### config.mk
export PLATFORM = sky130hd
export DESIGN_NAME = lcd_ctrl
export DESIGN_NICKNAME = d
export VERILOG_FILES = /design/src/rtl/lcd_pkg.sv /design/src/rtl/lcd_cmd_fifo.sv /design/src/rtl/lcd_ctrl.sv
export SDC_FILE = /design/constraint.sdc
export NUM_CORES = 1
export LEC_CHECK = 0
export CAP_MARGIN = 30
export CORE_AREA = 3 3 123 113
export DETAILED_ROUTE_END_ITERATION = 8
export DIE_AREA = 0 0 126 116
export MAX_ROUTING_LAYER = met4
export PLACE_DENSITY = 0.53
export RECOVER_POWER = 50
export SLEW_MARGIN = 10
export SYNTH_ARGS = -nofsm -noshare
export SYNTH_HDL_FRONTEND = slang
export SYNTH_SLANG_ARGS = --single-unit
export TNS_END_PERCENT = 30
### constraint.sdc
create_clock -name clk_i -period 3.6 [get_ports clk_i]
set_input_delay 0.72 -clock clk_i [delete_from_list [all_inputs] [get_ports clk_i]]
set_output_delay 0.72 -clock clk_i [all_outputs]
set_load 0.05 [all_outputs]
### src/rtl/lcd_pkg.sv
// Shared types and constants for the HD44780 command engine.
// The init ROM holds the power-up sequence: 8-bit/2-line, display on, clear, entry mode.
package lcd_pkg;

   typedef enum logic [2:0] {
      ST_PWRUP,
      ST_IDLE,
      ST_SETUP,
      ST_EN_HI,
      ST_HOLD,
      ST_EXEC
   } lcd_state_t;

   localparam int CMD_W        = 9;
   localparam int CMD_RS_BIT   = 8;
   localparam int CMD_DATA_MSB = 7;

   localparam int INIT_LEN = 4;
   localparam logic [7:0] INIT_ROM [INIT_LEN] = '{8'h38, 8'h0C, 8'h01, 8'h06};

   // Clear (0x01) and return-home (0x02/0x03) need the long execution wait.
   function automatic logic is_slow_cmd(input logic rs, input logic [7:0] data);
      return !rs && (data[7:2] == 6'd0) && (data != 8'd0);
   endfunction

endpackage

### src/rtl/lcd_cmd_fifo.sv
// Small synchronous FIFO for queued LCD commands; the head is readable
// combinationally so the FSM can latch it on the same edge it pops.
module lcd_cmd_fifo #(
   parameter int DEPTH = 4,
   parameter int WIDTH = 9
)(
   input  logic                     clk_i,
   input  logic                     rst_i,
   input  logic                     push_i,
   input  logic                     pop_i,
   input  logic [WIDTH-1:0]         wr_data_i,
   output logic [WIDTH-1:0]         rd_data_o,
   output logic                     full_o,
   output logic                     empty_o,
   output logic [$clog2(DEPTH):0]   count_o
);

   localparam int AW = $clog2(DEPTH);

   logic [WIDTH-1:0] r_mem [DEPTH];
   logic [AW-1:0]    r_wr_ptr;
   logic [AW-1:0]    r_rd_ptr;
   logic [AW:0]      r_count;
   logic             w_push;
   logic             w_pop;

   assign full_o    = (r_count == (AW+1)'(DEPTH));
   assign empty_o   = (r_count == '0);
   assign count_o   = r_count;
   assign rd_data_o = r_mem[r_rd_ptr];
   assign w_push    = push_i && !full_o;
   assign w_pop     = pop_i && !empty_o;

   always_ff @(posedge clk_i) begin
      if (w_push) begin
         r_mem[r_wr_ptr] <= wr_data_i;
      end
   end

   // Depth is a power of two, so the pointers wrap by natural overflow.
   always_ff @(posedge clk_i) begin
      if (rst_i) begin
         r_wr_ptr <= '0;
         r_rd_ptr <= '0;
         r_count  <= '0;
      end else begin
         if (w_push) begin
            r_wr_ptr <= r_wr_ptr + 1'b1;
         end
         if (w_pop) begin
            r_rd_ptr <= r_rd_ptr + 1'b1;
         end
         case ({w_push, w_pop})
            2'b10:   r_count <= r_count + 1'b1;
            2'b01:   r_count <= r_count - 1'b1;
            default: r_count <= r_count;
         endcase
      end
   end

endmodule

### src/rtl/lcd_ctrl.sv
// HD44780 command engine: power-up wait, init ROM replay, then queued LSU
// commands, each driven with setup / enable / hold / execution timing.
module lcd_ctrl
   import lcd_pkg::*;
#(
   parameter int FIFO_DEPTH = 4,
   parameter int T_PWRUP    = 750000,
   parameter int T_SETUP    = 2,
   parameter int T_EN       = 12,
   parameter int T_HOLD     = 1,
   parameter int T_EXEC     = 2000,
   parameter int T_CLEAR    = 76000
)(
   input  logic              clk_i,
   input  logic              rst_i,
   input  logic              cmd_valid_i,
   input  logic [CMD_W-1:0]  cmd_data_i,
   output logic              cmd_ready_o,
   output logic [7:0]        lcd_data_o,
   output logic              lcd_rs_o,
   output logic              lcd_rw_o,
   output logic              lcd_en_o,
   output logic              lcd_on_o,
   output logic              busy_o,
   output logic              init_done_o,
   output logic [31:0]       status_o
);

   localparam int T_MAX_A = (T_PWRUP > T_CLEAR) ? T_PWRUP : T_CLEAR;
   localparam int T_MAX_B = (T_EXEC > T_EN) ? T_EXEC : T_EN;
   localparam int T_MAX_C = (T_SETUP > T_HOLD) ? T_SETUP : T_HOLD;
   localparam int T_MAX_D = (T_MAX_A > T_MAX_B) ? T_MAX_A : T_MAX_B;
   localparam int T_MAX   = (T_MAX_D > T_MAX_C) ? T_MAX_D : T_MAX_C;
   localparam int CNT_W   = $clog2(T_MAX) + 1;
   localparam int FCNT_W  = $clog2(FIFO_DEPTH) + 1;
   localparam int PTR_W   = $clog2(INIT_LEN) + 1;

   lcd_state_t        r_state;
   lcd_state_t        w_state_next;
   logic [CNT_W-1:0]  r_cnt;
   logic [CNT_W-1:0]  w_cnt_next;
   logic [7:0]        r_lcd_data;
   logic [7:0]        w_lcd_data_next;
   logic              r_lcd_rs;
   logic              w_lcd_rs_next;
   logic [PTR_W-1:0]  r_init_ptr;
   logic [PTR_W-1:0]  w_init_ptr_next;
   logic              r_init_done;
   logic              w_init_done_next;
   logic              r_lcd_en;
   logic              r_lcd_on;

   logic              w_push;
   logic              w_pop;
   logic [CMD_W-1:0]  w_fifo_head;
   logic              w_fifo_full;
   logic              w_fifo_empty;
   logic [FCNT_W-1:0] w_fifo_count;
   logic              w_cnt_zero;

   assign cmd_ready_o = !rst_i && !w_fifo_full;
   assign w_push      = cmd_valid_i && cmd_ready_o;
   assign w_cnt_zero  = (r_cnt == '0);

   lcd_cmd_fifo #(
      .DEPTH (FIFO_DEPTH),
      .WIDTH (CMD_W)
   ) u_fifo (
      .clk_i     (clk_i),
      .rst_i     (rst_i),
      .push_i    (w_push),
      .pop_i     (w_pop),
      .wr_data_i (cmd_data_i),
      .rd_data_o (w_fifo_head),
      .full_o    (w_fifo_full),
      .empty_o   (w_fifo_empty),
      .count_o   (w_fifo_count)
   );

   always_comb begin
      w_state_next     = r_state;
      w_cnt_next       = r_cnt;
      w_lcd_data_next  = r_lcd_data;
      w_lcd_rs_next    = r_lcd_rs;
      w_init_ptr_next  = r_init_ptr;
      w_init_done_next = r_init_done;
      w_pop            = 1'b0;
      case (r_state)
         ST_PWRUP: begin
            if (w_cnt_zero) begin
               w_state_next    = ST_IDLE;
               w_init_ptr_next = '0;
            end else begin
               w_cnt_next = r_cnt - 1'b1;
            end
         end
         ST_IDLE: begin
            if (!r_init_done) begin
               w_lcd_data_next = INIT_ROM[r_init_ptr[PTR_W-2:0]];
               w_lcd_rs_next   = 1'b0;
               w_init_ptr_next = r_init_ptr + 1'b1;
               w_cnt_next      = CNT_W'(T_SETUP - 1);
               w_state_next    = ST_SETUP;
            end else if (!w_fifo_empty) begin
               w_pop           = 1'b1;
               w_lcd_data_next = w_fifo_head[CMD_DATA_MSB:0];
               w_lcd_rs_next   = w_fifo_head[CMD_RS_BIT];
               w_cnt_next      = CNT_W'(T_SETUP - 1);
               w_state_next    = ST_SETUP;
            end
         end
         ST_SETUP: begin
            if (w_cnt_zero) begin
               w_cnt_next   = CNT_W'(T_EN - 1);
               w_state_next = ST_EN_HI;
            end else begin
               w_cnt_next = r_cnt - 1'b1;
            end
         end
         ST_EN_HI: begin
            if (w_cnt_zero) begin
               w_cnt_next   = CNT_W'(T_HOLD - 1);
               w_state_next = ST_HOLD;
            end else begin
               w_cnt_next = r_cnt - 1'b1;
            end
         end
         ST_HOLD: begin
            if (w_cnt_zero) begin
               w_cnt_next   = is_slow_cmd(r_lcd_rs, r_lcd_data) ? CNT_W'(T_CLEAR - 1)
                                                                 : CNT_W'(T_EXEC - 1);
               w_state_next = ST_EXEC;
            end else begin
               w_cnt_next = r_cnt - 1'b1;
            end
         end
         ST_EXEC: begin
            if (w_cnt_zero) begin
               w_state_next = ST_IDLE;
               // The pointer has already moved past the last ROM entry here.
               if (!r_init_done && (r_init_ptr == PTR_W'(INIT_LEN))) begin
                  w_init_done_next = 1'b1;
               end
            end else begin
               w_cnt_next = r_cnt - 1'b1;
            end
         end
         default: begin
            w_state_next = ST_PWRUP;
            w_cnt_next   = CNT_W'(T_PWRUP - 1);
         end
      endcase
   end

   always_ff @(posedge clk_i) begin
      if (rst_i) begin
         r_state     <= ST_PWRUP;
         r_cnt       <= CNT_W'(T_PWRUP - 1);
         r_lcd_data  <= '0;
         r_lcd_rs    <= 1'b0;
         r_init_ptr  <= '0;
         r_init_done <= 1'b0;
         r_lcd_en    <= 1'b0;
         r_lcd_on    <= 1'b0;
      end else begin
         r_state     <= w_state_next;
         r_cnt       <= w_cnt_next;
         r_lcd_data  <= w_lcd_data_next;
         r_lcd_rs    <= w_lcd_rs_next;
         r_init_ptr  <= w_init_ptr_next;
         r_init_done <= w_init_done_next;
         r_lcd_en    <= (w_state_next == ST_EN_HI);
         r_lcd_on    <= 1'b1;
      end
   end

   assign lcd_data_o  = r_lcd_data;
   assign lcd_rs_o    = r_lcd_rs;
   assign lcd_rw_o    = 1'b0;
   assign lcd_en_o    = r_lcd_en;
   assign lcd_on_o    = r_lcd_on;
   assign init_done_o = r_init_done;
   assign busy_o      = (r_state != ST_IDLE) || !r_init_done || (w_fifo_count != '0);
   assign status_o    = {30'b0, init_done_o, busy_o};

endmodule
### Word level (Yosys, flattened, before mapping)

Memory sizes are Yosys's and may differ from the RTL's. A register that Yosys moved wholly into a read port is not among the register bits.
Index checks and enable logic that the tools add are counted.
W data, S select, Z words.

* bits in registers: 46
* output and inout bits: 47
* memories: 1
* logic and storage cells: 97
* input bits: 12
* RAM bits: 36

Memories
* u_fifo.r_mem: depth 4, bits a word 9, read ports 1, clocked after Yosys merged registers in 1, wr ports 1, line lcd_cmd_fifo.sv:20 `logic [WIDTH-1:0] r_mem [DEPTH];`

* add/subtract/negate cells: 6
* equality and inequality tests: 16
* $lt $le $gt $ge: 1
* bitwise gates (word level): 1
* muxes and demuxes: 34
* reduce and logical (&&, ||, !) cells: 27

Operators by type and width (count)
* $mux W21: 6
* $pmux W21 S5: 1
* $mux W8: 4
* $mux W3: 8
* $logic_not A21 Y1: 1
* $sub A21 B1 Y21 const B: 1
* $mux W17: 1
* $bmux W8 S2: 1
* $pmux W3 S5: 1
* $eq A3 B3 Y1 const B: 4
* $pmux W3 S2: 2
* $eq A3 B2 Y1 const B: 3
* $mux W1: 8
* $ne A2 B2 Y1 const B: 4
* $reduce_bool A8 Y1: 1
* $logic_and A1 B1 Y1: 7
* $add A3 B1 Y3 const B: 2
* $logic_not A3 Y1: 2
* $logic_not A6 Y1: 1
* $reduce_and A3 Y1: 2
* $logic_not A1 Y1: 5
* $add A2 B1 Y2 const B: 2
* $mux W2: 2
* $reduce_and A2 Y1: 2
* other kinds (12): 14

### Logic depth before layout (Yosys ltp)

* depth after elaboration: 7
* depth in mapped cells: 10
* gate-level depth less buffers: 10

### Modules after synthesis

A second synthesis with hierarchy kept.

* cell total of the unflattened synthesis: 459
* area, all modules: 4540.6 sq um

Modules (own cells, without submodules)
* lcd_ctrl: area an instance 2762.6 sq um, cells an instance 358, instances 1, sequential area each 780.7 sq um
* lcd_cmd_fifo: area an instance 1778.0 sq um, cells an instance 101, instances 1, sequential area each 1261.2 sq um

### Worst setup path after synthesis

OpenSTA, ideal clock, no wires.

* path kind: input to register
* start: input rst_i
* end: register u_fifo.r_count[2] (netlist: u_fifo.count_o[2])
* arrival time: 3.113 ns
* path buffers: 1
* setup time: 0.071 ns
* stages: 10
* path slack: 0.416 ns
* data required time: 3.529 ns
* path through: clkbuf_1 -> a31oi_1 -> and2_1 -> inv_1 -> ha_1 -> inv_1 -> fa_1 -> xor2_1 -> or3_1 -> a21oi_1

* word-level cells in the longest chain between the ends: 6
* elaborated cells between the ends (all ways): 8
* classes of those cells: eq/ne (2); mux (1); reduce/logical (5)

Ends and longest elaborated chain
* from (decl): line lcd_ctrl.sv:15 `input logic rst_i,`
* $logic_not A1 Y1 *: line lcd_ctrl.sv:61 `assign cmd_ready_o = !rst_i && !w_fifo_full;`
* $logic_and A1 B1 Y1 *: line lcd_ctrl.sv:61
* named net cmd_ready_o: line lcd_ctrl.sv:18 `output logic cmd_ready_o,`
* $logic_and A1 B1 Y1 *: line lcd_ctrl.sv:62 `assign w_push = cmd_valid_i && cmd_ready_o;`
* $logic_and A1 B1 Y1 *: line lcd_cmd_fifo.sv:31 `assign w_push = push_i && !full_o;`
* $eq A2 B1 Y1 / $eq A2 B2 Y1 (equally long branches): line lcd_cmd_fifo.sv:53 `case ({w_push, w_pop})`
* $pmux W3 S2 / $reduce_bool A2 Y1 (equally long branches)
* to (signal assigned): line lcd_cmd_fifo.sv:54 `2'b10: r_count <= r_count + 1'b1;`
* to (signal assigned): line lcd_cmd_fifo.sv:55 `2'b01: r_count <= r_count - 1'b1;`
* to (signal assigned): line lcd_cmd_fifo.sv:56 `default: r_count <= r_count;`
* to (decl): line lcd_cmd_fifo.sv:23 `logic [AW:0] r_count;`

Mark *: on every way through the listed nets, which the timed path passes. The rest lies on a longest branch.
A chain may end at the register's enable or synchronous reset.

### Worst setup path in the final report

* start: register r_state[0]
* end: output status_o[0]

* word-level cells in the longest chain between the ends: 3

Ends and longest elaborated chain
* from (decl): line lcd_ctrl.sv:38 `lcd_state_t r_state;`
* from (signal assigned): line lcd_ctrl.sv:166 `r_state <= w_state_next;`
* $ne A3 B1 Y1: line lcd_ctrl.sv:183 `assign busy_o = (r_state != ST_IDLE) || !r_init_done || (w_fifo_count != '0);`
* $logic_or A1 B1 Y1 (2 in series): line lcd_ctrl.sv:183
* to (decl): line lcd_ctrl.sv:26 `output logic [31:0] status_o`

No other way between the ends.

==> results by stage <==
Status:
- The flow ran to the end, and the final reports show no timing, DRC or antenna violations.

Clocking:
- The clock passes through at most 2 buffers.
- Post-CTS repair changed the size of 0 cells.
- The quantity of hold-fixing buffers added after cts is 0.
- Once the clock tree was built, the setup fixing pass inserted 0 buffers.
- The root buffer cell chosen for the clock tree is clkbuf_16.
- TritonCTS built the clock tree.
- The number of clock sinks seen by CTS is 84.
- The H-tree depth reported by CTS is 3.
- Buffers inserted during clock tree synthesis total 9.
- For the worst-skew pair, the clock arrives at the later sink with an insertion delay of 350 ps.
- Clock-pin slew was measured on the worst setup and hold paths at 70 ps.

Detailed routing:
- The detailed-routing iteration count for the pre-antenna-repair pass is 5.
- The average detailed-routed wire length per instance is 17.2 um.
- The final wirelength is 10.7 mm.
- The count of routing violations after the opening detailed-route iteration is 245.
- In this run the remaining antenna-violating nets after routing total 0.
- The vias per cell is 5.31.
- The routed layout has 3,302 vias.
- For this run, design rule violations remaining after detail routing come to 0.

Global routing:
- The met1 usage in global routing is 0.210.
- Entering global routing, the biggest net connects 37 pins.
- The total overflow left after global routing is 0.
- Across every metal layer, demand over resource in global routing totals 0.155.
- The number of global-route vias before repair is 3,127.
- The wire length of the first global-routing pass is 17.0 mm.
- The met3 demand-to-capacity share in global routing is 0.0470.
- The most used routing layer is met2.
- The number of antenna violations at the first check in global routing is 0.
- In the global route stage, met2 resource usage came out at 0.220.

Floorplanning:
- The overall die area is 0.0146 mm2.
- From bottom edge to top edge, the die measures 116 um.
- Row generation in the floorplan step produced 39 rows.
- The die span in x is 126 um.
- The starting utilization of the core area is 0.349.
- 59 I/O pins were placed.
- The standard cell core area is 0.0127 mm2.

Timing:
- The setup TNS is 0 ps.
- The final setup skew is 10.1 ps.
- The normalized max-slew margin is 0.358.
- The slew at the pin closest to its max-slew limit is 963 ps.
- The ratio of final minimum period to clock period is 0.921.
- Setup repair after global routing left no endpoint under its margin.
- Setup slack closes at 284 ps.
- The final number of max-transition violations is 0.
- The number of endpoints with negative hold slack in the final report came to 0.
- The total setup violations reported at the end of the flow is 0.
- The final critical delay including setup and external delays is 3320 ps.
- The timing-limited maximum frequency is 0.302 GHz.

Synth:
- The fraction of synthesized cell area taken by the top area cell type is 0.244.
- In the synthesized netlist the async set-or-reset flop fraction comes to 0.
- The mapped netlist covers 0.00443 mm2.
- The post-synthesis cell type with the largest combined area is edfxtp_1.
- For this run, the register share of the synthesized area comes to 0.461.
- In the synthesized netlist the dominant register cell turns out to be dfxtp_1.
- For this run, the number of Yosys warnings is 0.
- Averaged over all synthesized cells, the footprint is 10.3 um2.
- The post-synthesis instance total is 428.
- By area the synthesized netlist is led by edfxtp_1, dfxtp_1, buf_4.
- By count the netlist is led by dfxtp_1, nor2_1, edfxtp_1.
- The synthesized design contains 36 enable-type register cells.
- The count of unique library cells instantiated by Yosys is 66.
- In this run, synthesis produced a sequential element count of 84.

Finish:
- From synthesis to final layout, the design area changed by 12.5%.
- The count of cells in the finished layout, fillers not included, comes to 622.
- After filler insertion, the fill cell instance count of the layout stands at 1,240.
- In the final layout, the share of cells above drive strength 1 is 0.107.
- The final layout net count is 476.
- The antenna diode instance count is 0.

Placed design:
- The post-DP HPWL is 7.57 mm.
- Buffers placed on the I/O ports in this run total 27.
- The placed instance count is 605.
- The worst slack at placement is 581 ps.
- The final RePlAce weighted congestion is 0.872.

Min path:
- The type of the worst min-delay path is flop to flop.

Power:
- The analysis attributes to cell leakage a power of 1.72 nW.
- The worst IR drop on VDD is 0.192 mV.
- The power per cell area is 430 mW/mm2.

Critical path:
- The critical-path maximum fanout is 12.
- The critical path class is flop to output pin.
- The critical path goes through nand2_1 > nor2_1 > inv_1 > clkdlybuf4s50_1.
- STA classifies the critical path endpoint as an output pin.
- Counting both buffers and inverters, the worst setup path holds a total of 2.
- The kind of cell with the highest combined delay along the critical path is buffers and inverters.
- STA puts the critical path data required time at 2880 ps.
- The type of element launching the critical path is a flop.
- The highest-delay cell along the critical path is clkdlybuf4s50_1.
- The largest single stage delay on the critical path is 740 ps.
- The data arrival at the endpoint of the critical path is 2600 ps.

Run:
- The max-cap violation count is 0.
-- where the power goes --
group          switching (mW)  internal [mW]  total [mW]  leakage [nW]
Combinational           0.130         0.0445       0.175         0.857
Sequential             0.0206           1.01        1.04         0.716
Clock                   0.434          0.494       0.929         0.149
-- cell type report --
class,instances,area [um2],area share
clock buffer,9,225,0.0452
clock inverter,7,73.8,0.0148
inverter,16,60.1,0.0121
multi-input combinational,307,2040,0.410
sequential,84,2040,0.410
tap,164,205,0.0412
timing repair buffer,35,329,0.0661
-- state kept, by name, summed over array words and instances (netlist names), named ones only --
| name | count |
|---|---|
| init_done_o | 1 |
| u_fifo.r_wr_ptr | 2 |
| r_state | 3 |
| u_fifo.r_rd_ptr | 2 |
| r_cnt | 21 |
| lcd_rs_o | 1 |
| u_fifo.count_o | 3 |
| lcd_on_o | 1 |
| r_init_ptr | 3 |
| lcd_en_o | 1 |
| u_fifo.r_mem | 36 |
| lcd_data_o | 8 |
-- final timing paths --
kind	from	endpoint	slack (ps)	cells past startpoint
max	r_state[0]	status_o[0]	280	4
min	r_cnt[14]	r_cnt[14]	500	1
max reg2reg	r_state[0]	u_fifo.count_o[2]	740	9
min reg2reg	r_cnt[14]	r_cnt[14]	500	1
-- logic make-up after synthesis --
family / count (synthesis) / share of synthesized area
DFF: 84 / 0.461
xor gates and xnor gates: 11 / 0.0218
AOI/OAI and AO/OA: 95 / 0.150
buffers and inverters: 67 / 0.103
other: 1 / 0.000847
and+or+nand+nor: 145 / 0.174
adders and majority gates: 11 / 0.0328
muxes: 14 / 0.0571
-- layout by cell type (no fill, tap or decap), drive strengths merged, types with 7 or more instances in the layout --
cell           instances
dfxtp                 48
a21oi                 21
dlygate4sd3           10
nor3                  22
xor2                   7
conb                  31
a211oi                 9
o21ai                 18
nor2                  49
clkbuf                12
ha                    10
nand2                 30
edfxtp                36
inv                   20
and3                   7
clkdlybuf4s50         16
mux4                   9
-- worst register-to-register path, cell delays in order (launching register included) --
cell and delay [ps]:
dfxtp_1 640, nand2_1 300, nor3b_1 250, clkbuf_1 310, ha_1 240, inv_1 60, fa_1 370, xor2_1 150
or3_1 300, a21oi_1 150
-- per-layer routing --
layer  part of all wire  vias up
met2               0.44      145
met5                  0        -
met1               0.46     1575
met3              0.079       19
li1                   -     1563
met4              0.021        0
-- per-stage QoR --
stage          cell area, um2  hold WS [ps]   util  total power [mW]
2_1_floorplan            4540           448      -              1.22
3_3_place_gp             4680           469  0.369              1.23
3_5_place_dp             4680           469  0.369              1.23
4_1_cts                  4980           488  0.393              2.18
5_1_grt                  4980           507  0.392              2.22
6_report                 4980           496  0.392              2.14
(Power assumes the default switching activity.)
